**config.mk**
```make
export PLATFORM = sky130hd
export DESIGN_NAME = mac_row_sequencer_flat
export DESIGN_NICKNAME = d
export VERILOG_FILES = /design/src/rtl/mac_row_sequencer_if.sv /design/src/rtl/mac_row_sequencer.sv /design/src/flat_wrapper.sv
export SDC_FILE = /design/constraint.sdc
export NUM_CORES = 1
export LEC_CHECK = 0
export ABC_AREA = 0
export BUFFER_PORTS_ARGS = -buffer_cell sky130_fd_sc_hd__buf_2
export CAP_MARGIN = 20
export CORE_AREA = 5 5 276 278
export CTS_CLUSTER_SIZE = 8
export DETAILED_ROUTE_END_ITERATION = 16
export DIE_AREA = 0 0 281 283
export PLACE_DENSITY_LB_ADDON = 0.05
export SLEW_MARGIN = 25
export SYNTH_ARGS = -nofsm -noshare
export SYNTH_HDL_FRONTEND = slang
export SYNTH_SLANG_ARGS = --single-unit
```
**constraint.sdc**
```tcl
create_clock -name clk -period 1.65 [get_ports clk]
set_input_delay 0.165 -clock clk [delete_from_list [all_inputs] [get_ports clk]]
set_output_delay 0.165 -clock clk [all_outputs]
set_load 0.05 [all_outputs]
```
**src/rtl/mac_row_sequencer_if.sv**
```systemverilog
// Operand-RAM and multiply-add stage connections of the row sequencer.
// master = sequencer side, slave = RAM / multiply-add side.
interface mac_row_sequencer_if #(
    parameter int unsigned DATA_WIDTH = 64,
    parameter int unsigned ADDR_WIDTH = 4
);
    logic                  rd_en;
    logic [ADDR_WIDTH-1:0] rd_addr;
    logic [DATA_WIDTH-1:0] a_rdata;
    logic [DATA_WIDTH-1:0] c_rdata;
    logic                  wr_en;
    logic [ADDR_WIDTH-1:0] wr_addr;
    logic [DATA_WIDTH-1:0] wr_data;
    logic [DATA_WIDTH-1:0] ma_x;
    logic [DATA_WIDTH-1:0] ma_y;
    logic [DATA_WIDTH-1:0] ma_z;
    logic [DATA_WIDTH-1:0] ma_cin;
    logic [DATA_WIDTH-1:0] ma_s;
    logic [DATA_WIDTH-1:0] ma_cout;

    modport master (
        output rd_en, rd_addr, wr_en, wr_addr, wr_data,
        output ma_x, ma_y, ma_z, ma_cin,
        input  a_rdata, c_rdata, ma_s, ma_cout
    );

    modport slave (
        input  rd_en, rd_addr, wr_en, wr_addr, wr_data,
        input  ma_x, ma_y, ma_z, ma_cin,
        output a_rdata, c_rdata, ma_s, ma_cout
    );
endinterface

```
**src/rtl/mac_row_sequencer.sv**
```systemverilog
// One schoolbook-multiply row pass: C[0..N-1] += A[0..N-1] * b, streaming one
// word per cycle through an external combinational multiply-add stage.
module mac_row_sequencer #(
    parameter int unsigned DATA_WIDTH = 64,
    parameter int unsigned ADDR_WIDTH = 4,
    parameter int unsigned NUM_WORDS  = 16
) (
    input  logic                  clk,
    input  logic                  reset,
    input  logic                  start,
    input  logic [DATA_WIDTH-1:0] b,
    input  logic                  zero_c,
    output logic                  busy,
    output logic                  done,
    output logic [DATA_WIDTH-1:0] carry_out,
    mac_row_sequencer_if.master   bus
);
    localparam logic [ADDR_WIDTH-1:0] LAST_IDX = ADDR_WIDTH'(NUM_WORDS - 1);

    typedef enum logic [1:0] {
        ST_IDLE,
        ST_PRIME,
        ST_RUN,
        ST_DONE
    } state_t;

    state_t                r_state;
    state_t                w_state_nxt;
    logic [ADDR_WIDTH-1:0] r_index;
    logic [ADDR_WIDTH-1:0] w_index_nxt;
    logic [DATA_WIDTH-1:0] r_carry;
    logic [DATA_WIDTH-1:0] w_carry_nxt;
    logic [DATA_WIDTH-1:0] r_carry_out;
    logic [DATA_WIDTH-1:0] w_carry_out_nxt;
    logic [DATA_WIDTH-1:0] r_b;
    logic [DATA_WIDTH-1:0] w_b_nxt;
    logic                  r_zero;
    logic                  w_zero_nxt;

    always_ff @(posedge clk) begin
        if (reset) begin
            r_state     <= ST_IDLE;
            r_index     <= '0;
            r_carry     <= '0;
            r_carry_out <= '0;
            r_b         <= '0;
            r_zero      <= 1'b0;
        end else begin
            r_state     <= w_state_nxt;
            r_index     <= w_index_nxt;
            r_carry     <= w_carry_nxt;
            r_carry_out <= w_carry_out_nxt;
            r_b         <= w_b_nxt;
            r_zero      <= w_zero_nxt;
        end
    end

    // The last RUN cycle also loads carry_out so it is already valid while done is high.
    always_comb begin
        w_state_nxt     = r_state;
        w_index_nxt     = r_index;
        w_carry_nxt     = r_carry;
        w_carry_out_nxt = r_carry_out;
        w_b_nxt         = r_b;
        w_zero_nxt      = r_zero;
        busy            = 1'b1;
        done            = 1'b0;
        bus.rd_en       = 1'b0;
        bus.rd_addr     = '0;
        bus.wr_en       = 1'b0;
        bus.wr_addr     = '0;
        bus.wr_data     = '0;
        bus.ma_x        = '0;
        bus.ma_y        = '0;
        bus.ma_z        = '0;
        bus.ma_cin      = '0;

        case (r_state)
            ST_IDLE: begin
                busy = 1'b0;
                if (start) begin
                    w_b_nxt         = b;
                    w_zero_nxt      = zero_c;
                    w_carry_nxt     = '0;
                    w_carry_out_nxt = '0;
                    w_index_nxt     = '0;
                    w_state_nxt     = ST_PRIME;
                end
            end
            ST_PRIME: begin
                bus.rd_en   = 1'b1;
                bus.rd_addr = '0;
                w_state_nxt = ST_RUN;
            end
            ST_RUN: begin
                bus.ma_x    = bus.a_rdata;
                bus.ma_y    = r_b;
                bus.ma_z    = r_zero ? DATA_WIDTH'(0) : bus.c_rdata;
                bus.ma_cin  = r_carry;
                bus.wr_en   = 1'b1;
                bus.wr_addr = r_index;
                bus.wr_data = bus.ma_s;
                w_carry_nxt = bus.ma_cout;
                if (r_index != LAST_IDX) begin
                    bus.rd_en   = 1'b1;
                    bus.rd_addr = r_index + ADDR_WIDTH'(1);
                    w_index_nxt = r_index + ADDR_WIDTH'(1);
                end else begin
                    w_carry_out_nxt = bus.ma_cout;
                    w_state_nxt     = ST_DONE;
                end
            end
            ST_DONE: begin
                done            = 1'b1;
                w_carry_out_nxt = r_carry;
                w_state_nxt     = ST_IDLE;
            end
            default: begin
                w_state_nxt = ST_IDLE;
            end
        endcase
    end

    assign carry_out = r_carry_out;
endmodule
```
**src/flat_wrapper.sv**
```systemverilog
// flat-port wrapper written by rule: the top's interface ports become plain ports
module mac_row_sequencer_flat 
#(
    parameter int unsigned DATA_WIDTH = 64,
    parameter int unsigned ADDR_WIDTH = 4,
    parameter int unsigned NUM_WORDS  = 16
)
  (clk, reset, start, b, zero_c, busy, done, carry_out, bus_rd_en, bus_rd_addr, bus_wr_en, bus_wr_addr, bus_wr_data, bus_ma_x, bus_ma_y, bus_ma_z, bus_ma_cin, bus_a_rdata, bus_c_rdata, bus_ma_s, bus_ma_cout);
  mac_row_sequencer_if #(.DATA_WIDTH(DATA_WIDTH), .ADDR_WIDTH(ADDR_WIDTH)) bus_i ();
  input  logic clk;
  input  logic reset;
  input  logic start;
  input  logic [DATA_WIDTH-1:0] b;
  input  logic zero_c;
  output logic busy;
  output logic done;
  output logic [DATA_WIDTH-1:0] carry_out;
  output wire logic [$bits(bus_i.rd_en)-1:0] bus_rd_en;
  output wire logic [$bits(bus_i.rd_addr)-1:0] bus_rd_addr;
  output wire logic [$bits(bus_i.wr_en)-1:0] bus_wr_en;
  output wire logic [$bits(bus_i.wr_addr)-1:0] bus_wr_addr;
  output wire logic [$bits(bus_i.wr_data)-1:0] bus_wr_data;
  output wire logic [$bits(bus_i.ma_x)-1:0] bus_ma_x;
  output wire logic [$bits(bus_i.ma_y)-1:0] bus_ma_y;
  output wire logic [$bits(bus_i.ma_z)-1:0] bus_ma_z;
  output wire logic [$bits(bus_i.ma_cin)-1:0] bus_ma_cin;
  input wire logic [$bits(bus_i.a_rdata)-1:0] bus_a_rdata;
  input wire logic [$bits(bus_i.c_rdata)-1:0] bus_c_rdata;
  input wire logic [$bits(bus_i.ma_s)-1:0] bus_ma_s;
  input wire logic [$bits(bus_i.ma_cout)-1:0] bus_ma_cout;
  assign bus_rd_en = bus_i.rd_en;
  assign bus_rd_addr = bus_i.rd_addr;
  assign bus_wr_en = bus_i.wr_en;
  assign bus_wr_addr = bus_i.wr_addr;
  assign bus_wr_data = bus_i.wr_data;
  assign bus_ma_x = bus_i.ma_x;
  assign bus_ma_y = bus_i.ma_y;
  assign bus_ma_z = bus_i.ma_z;
  assign bus_ma_cin = bus_i.ma_cin;
  assign bus_i.a_rdata = bus_a_rdata;
  assign bus_i.c_rdata = bus_c_rdata;
  assign bus_i.ma_s = bus_ma_s;
  assign bus_i.ma_cout = bus_ma_cout;
  mac_row_sequencer #(.DATA_WIDTH(DATA_WIDTH), .ADDR_WIDTH(ADDR_WIDTH), .NUM_WORDS(NUM_WORDS)) u_core (.clk(clk), .reset(reset), .start(start), .b(b), .zero_c(zero_c), .busy(busy), .done(done), .carry_out(carry_out), .bus(bus_i));
endmodule
```
==> impl_metrics.yaml, run 1 <==
synth:
  synthCells: 1204
  synth-warning-count: 0
  synth-seq-area-share_pct: 40.4
  async_flop_share_pct: 0
  synth_top_area_share_pct: 40.4
  yosys-top-cells-area: "dfxtp_1, and2_1, a22oi_1, a211oi_2, nor2_1"
  avgSynthCellArea_um2: 8.19
  synth-edff-count: 0
  synth_cell_type_count: 25
  synthFlopType: "dfxtp_1"
  synth_top_cell_by_area: "dfxtp_1"
  synth_nets: 1534
  synth.cell_area_um2: 9860
  yosys_register_bits: 199
final_layout:
  fin_nets: 2389
  finalNonFillerCells: 3047
  drive_above_1_share_pct: 60.6
  area_delta_synth_final_pct: 113
routing:
  vias: 12000
  drtIter0Drc: 417
  dr.pass1.iters: 5
  drc: 0
  routedWlPerCell_um: 22.4
  detail-route-antenna-nets: 0
  wl_mm: 68.2
  vias_per_cell: 3.95
timing:
  finalMaxSlewViolations: 0
  min_period_ps: 2110
  fin_ws_ps: -455
  relSlewSlack_pct: 63.5
  timing.final.crit_share_pct: 128
  worst_clock_skew_ps: 15.9
  rsz0062_at_grt: "yes"
  worst_slew_pin_slew_ps: 547
  hold_viol: 0
  fmax_mhz: 475
  finalSetupViolCount: 460
clocking:
  clock_latency_ps: 500
  clock_path_buffers: 2
  path_clk_slew_ps: 80
  cts.sinks: 199
  cts_buffers: 17
  root_buffer: "clkbuf_16"
  htree_levels: 4
  tritoncts: "done"
placement:
  portBuffers: 719
  dp_slack_ps: -224
  placed_cells: 2868
  dp_hpwl_mm: 53.8
  gp_congestion: 0.862
global_route:
  grt_start_max_net_pins: 48
  antenna_found_initial: 16
  grt_pass1_wl_mm: 94.7
  grt_overflow: 0
  grt_pass1_vias: 12600
  grt_use_total_pct: 16.3
die:
  die_w_um: 281
  fp-row-count: 100
  die_area_um2: 79500
  initial_core_util_pct: 13.4
  fp.dieH_um: 283
  ioPinCount: 720
  core_region_area_um2: 73700
worst_setup_path:
  start_kind: "register"
  reg2reg_slack_ps: -310
  worstPathRequired_ps: 1480
  crit_fanout: 8
  critPathArrivalTime_ps: 1940
  worstReg2RegStart: "u_core.r_state[0]$_SDFFE_PP0P_"
  reg2reg_to: "u_core.carry_out[40]$_SDFFE_PP0P_"
  end_kind: "primary output"
  startpoint: "u_core.r_state[0]$_SDFFE_PP0P_"
  critical_path_class: "register to primary output"
  r2r_cells: 10
job:
  drv_cap: 0
hold_path:
  hold_path_class: "input pin to register"
  hold_start: "reset"
  worstHoldEndpoint: "u_core.r_carry[1]$_SDFFE_PP0P_"
  whs_path_depth: 2
outcome:
  outcome: "finished, violations left"
  violations: "negative setup slack"
pwr:
  power_leakage_nw: 9.16
  peakVddDrop_mv: 0.762
  power_density_nw_per_um2: 1740
## through the flow
step	cell area [um^2]	power, mW	setup TNS, ps	hold WS (ps)	util, %
2_1_floorplan	10700	21.9	-23150	301	-
3_3_place_gp	17900	30.7	-26000	406	24.3
3_5_place_dp	17900	30.7	-31200	413	24.3
4_1_cts	20600	36.9	-165210	167	28.0
5_1_grt	21000	38.6	-192670	189	28.5
6_report	21000	36.6	-142760	201	28.5
## synth_stat cells, types with 3 or more instances
library cell,count
nor3_1,3
nor2_1,137
a211oi_2,57
buf_1,7
nand2_1,135
buf_4,6
a211oi_1,9
o21ai_0,3
a21oi_1,73
a22oi_1,128
clkbuf_1,83
ha_1,6
dfxtp_1,199
buf_2,11
inv_1,4
and2_1,325
buf_6,6
## layout by cell type, fill, tap and decap left out, types with 121 or more instances in the layout
master,n
a22oi_1,128
and2_2,121
and2_4,203
buf_12,159
buf_2,407
buf_4,157
dfxtp_1,195
dlygate4sd3_1,129
nand2_1,134
nor2_1,132
## layer usage
metal | share of wire, % | vias up | track usage [%]
li1 | - | 5731 | -
met4 | 4.8 | 12 | 7.71
met3 | 6.4 | 88 | 4.63
met5 | 0.11 | - | 0.183
met1 | 36 | 5807 | 16.9
met2 | 52 | 405 | 30.0
## critical path: stages, from the launching register on
cell,delay (ps)
dfxtp_2,340
inv_4,60
ha_4,190
clkinvlp_4,120
nor2_4,150
buf_12,160
clkbuf_16,150
and2_4,140
buf_12,130
## timing repair
item	CTS	global route
gates resized for setup	234	106
gates cloned	4	3
endpoints found under the hold margin	130	0
buffers inserted	2	3
pin swaps	6	0
hold buffers	129	0
setup endpoints to repair	460	492
## logic make-up (layout without fill, tap and decap cells)
| group | after synthesis | in the layout | synth area share (%) |
|---|---|---|---|
| xor gates and xnor gates | 1 | 1 | 0.0888 |
| AOI/OAI and AO/OA | 272 | 272 | 21.7 |
| DFF | 199 | 199 | 40.4 |
| buffers and inverters | 117 | 985 | 5.28 |
| adders and majority gates | 6 | 6 | 0.761 |
| muxes | 2 | 2 | 0.203 |
| and+or+nand+nor | 607 | 607 | 31.6 |
| other | 0 | 6 | 0 |
## power by group
group	internal, mW	switching (mW)
Sequential	6.20	0.806
Combinational	9.43	15.6
Clock	2.06	2.47
## sequential cells by signal, indices dropped and copies added, names as in the netlist
signal,flops
u_core.carry_out,64
u_core.r_b,64
u_core.r_carry,64
u_core.r_index,4
u_core.r_state,2
u_core.r_zero,1
## final cells by class
type | instances | area, um^2
antenna | 6 | 15.0
clock buffer | 17 | 425
clock inverter | 15 | 173
fill | 7901 | 52700
inverter | 4 | 25.0
multi-input combinational | 888 | 6140
sequential | 199 | 3990
tap | 969 | 1210
timing repair buffer | 949 | 9040
## worst max path at each step
stage | to | slack [ps]
after floorplan | bus_ma_z[11] | -220
after global placement | u_core.carry_out[60]$_SDFFE_PP0P_ | -200
after detailed placement | u_core.carry_out[40]$_SDFFE_PP0P_ | -220
after CTS | bus_ma_z[30] | -540
after global routing | bus_ma_z[10] | -550
final | bus_ma_z[53] | -460
(Power assumes the default switching activity.)
==> inputs of run 2 (changes only) <==
CORE_AREA = 2 2 284 286   (was 5 5 276 278)
DIE_AREA = 0 0 286 288   (was 0 0 281 283)
PLACE_DENSITY_LB_ADDON = 0.3   (was 0.05)
==> impl_metrics.yaml, run 2 (synthesized netlist as in run 1, its figures left out) <==
routing:
  drtIter0Drc: 492
  wl_mm: 65.4
  vias_per_cell: 3.80
  vias: 12000
  routedWlPerCell_um: 20.7
  detail-route-antenna-nets: 0
  dr.pass1.iters: 4
  drc: 0
clocking:
  tritoncts: "done"
  path_clk_slew_ps: 80
  clock_path_buffers: 2
  htree_levels: 4
  clock_latency_ps: 490
  cts_buffers: 17
  root_buffer: "clkbuf_16"
  cts.sinks: 199
timing:
  timing.final.crit_share_pct: 134
  finalSetupViolCount: 471
  relSlewSlack_pct: 65.6
  hold_viol: 0
  fmax_mhz: 453
  fin_ws_ps: -557
  min_period_ps: 2210
  worst_slew_pin_slew_ps: 517
  finalMaxSlewViolations: 0
  rsz0062_at_grt: "yes"
  worst_clock_skew_ps: 19.3
  fin_hold_ws_ps: 132
global_route:
  grt_start_max_net_pins: 45
  grt_pass1_vias: 11700
  antenna_found_initial: 12
  grt_pass1_wl_mm: 85.4
  grt_overflow: 0
  grt_use_total_pct: 14.4
final_layout:
  mostFrequentLayoutCells: "buf_2, and2_4, dfxtp_1"
  fillers: 8437
  drive_above_1_share_pct: 60.8
  fin_nets: 2413
  final_common_cell: "buf_2"
  area_delta_synth_final_pct: 125
  finalNonFillerCells: 3159
  finalInstanceArea_um2: 22200
pwr:
  peakVddDrop_mv: 0.865
  power_leakage_nw: 9.53
  power_density_nw_per_um2: 1730
worst_setup_path:
  critical_path_class: "register to primary output"
  max_stage_delay_ps: 340
  crit_fanout: 16
  slowest_stage: "dfxtp_2"
  end_kind: "primary output"
  cp_cell_sequence: "inv_2, ha_4, buf_4, clkbuf_16, buf_12, buf_12, and2_2, buf_6"
  critPathArrivalTime_ps: 2040
  worstPathRequired_ps: 1480
  start_kind: "register"
  critPathMostFrequentCell: "buf_12"
die:
  core_region_area_um2: 79600
  initial_core_util_pct: 12.4
  die_area_um2: 82400
  ioPinCount: 720
  fp-row-count: 104
  fp.dieH_um: 288
  die_w_um: 286
placement:
  portBuffers: 719
  placed_area_um2: 17600
  gp_congestion: 0.872
  placed_cells: 2947
  dp_hpwl_mm: 48.4
job:
  drv_cap: 0
outcome:
  outcome: "finished, violations left"
  violations: "negative setup slack"
hold_path:
  hold_path_class: "input pin to register"
==> run 2: report_power, final <==
part / total (mW) / leakage (nW) / switching, mW / internal [mW]
combinational: 26.9 / 7.63 / 16.0 / 10.9
sequential: 6.95 / 1.63 / 0.750 / 6.20
clock: 4.46 / 0.274 / 2.32 / 2.14
total: 38.3 / 9.53 / 19.1 / 19.2
==> run 2: per-stage QoR <==
step                setup TNS [ps]  utilization, %  total power, mW  setup slack (ps)
global route               -243630            27.8             40.2              -691
detailed placement          -69180            22.1             29.6              -353
floorplan                   -23150               -             21.9              -216
CTS                        -198880            25.8             36.4              -656
global placement            -60350            22.1             29.6              -309
finish                     -187970            27.8             38.3              -557
==> run 2: area by class of cell <==
cell class | instances | area, um^2 | area share [%]
well taps | 1060 | 1330 | 5.98
clock inverters | 12 | 139 | 0.626
inverters | 4 | 22.5 | 0.102
repair buffers | 973 | 10100 | 45.4
clock buffers | 19 | 433 | 1.95
multi-input cells | 888 | 6200 | 28.0
diodes | 4 | 10.0 | 0.0451
flip-flops and latches | 199 | 3990 | 18.0
==> run 2: critical path: cells and delay by family, from the launching register on <==
kind                       cells  cell delay (ps)
and+or+nand+nor                1              200
adders and majority gates      1              170
DFF                            1              340
buffers and inverters          6              830
==> run 2: timing repair <==
| action | in CTS | in global routing |
|---|---|---|
| endpoints found under the hold margin | 132 | 0 |
| endpoints found under the setup margin | 505 | 506 |
| pin swaps | 2 | 19 |
| hold buffers | 129 | 0 |
| gates cloned | 9 | 18 |
| setup buffers | 8 | 14 |
| gates resized for setup | 256 | 402 |
==> run 2: path summary, 6_finish.rpt <==
| path | to | slack, ps | cells past startpoint | startpoint |
|---|---|---|---|---|
| setup / recovery | bus_ma_cin[7] | -560 | 8 | u_core.r_state[0]$_SDFFE_PP0P_ |
| hold / removal | u_core.r_carry[17]$_SDFFE_PP0P_ | 130 | 2 | reset |
| setup reg to reg | u_core.carry_out[46]$_SDFFE_PP0P_ | -380 | 10 | u_core.r_state[0]$_SDFFE_PP0P_ |
| hold reg to reg | u_core.r_b[10]$_SDFFE_PP0P_ | 460 | 2 | u_core.r_b[10]$_SDFFE_PP0P_ |
==> run 2: layer usage <==
metal | wire, um | GRT usage, %
met5 | 127 | 0
met4 | 2390 | 6.13
met3 | 4100 | 4.20
met2 | 33600 | 25.8
met1 | 25100 | 15.8
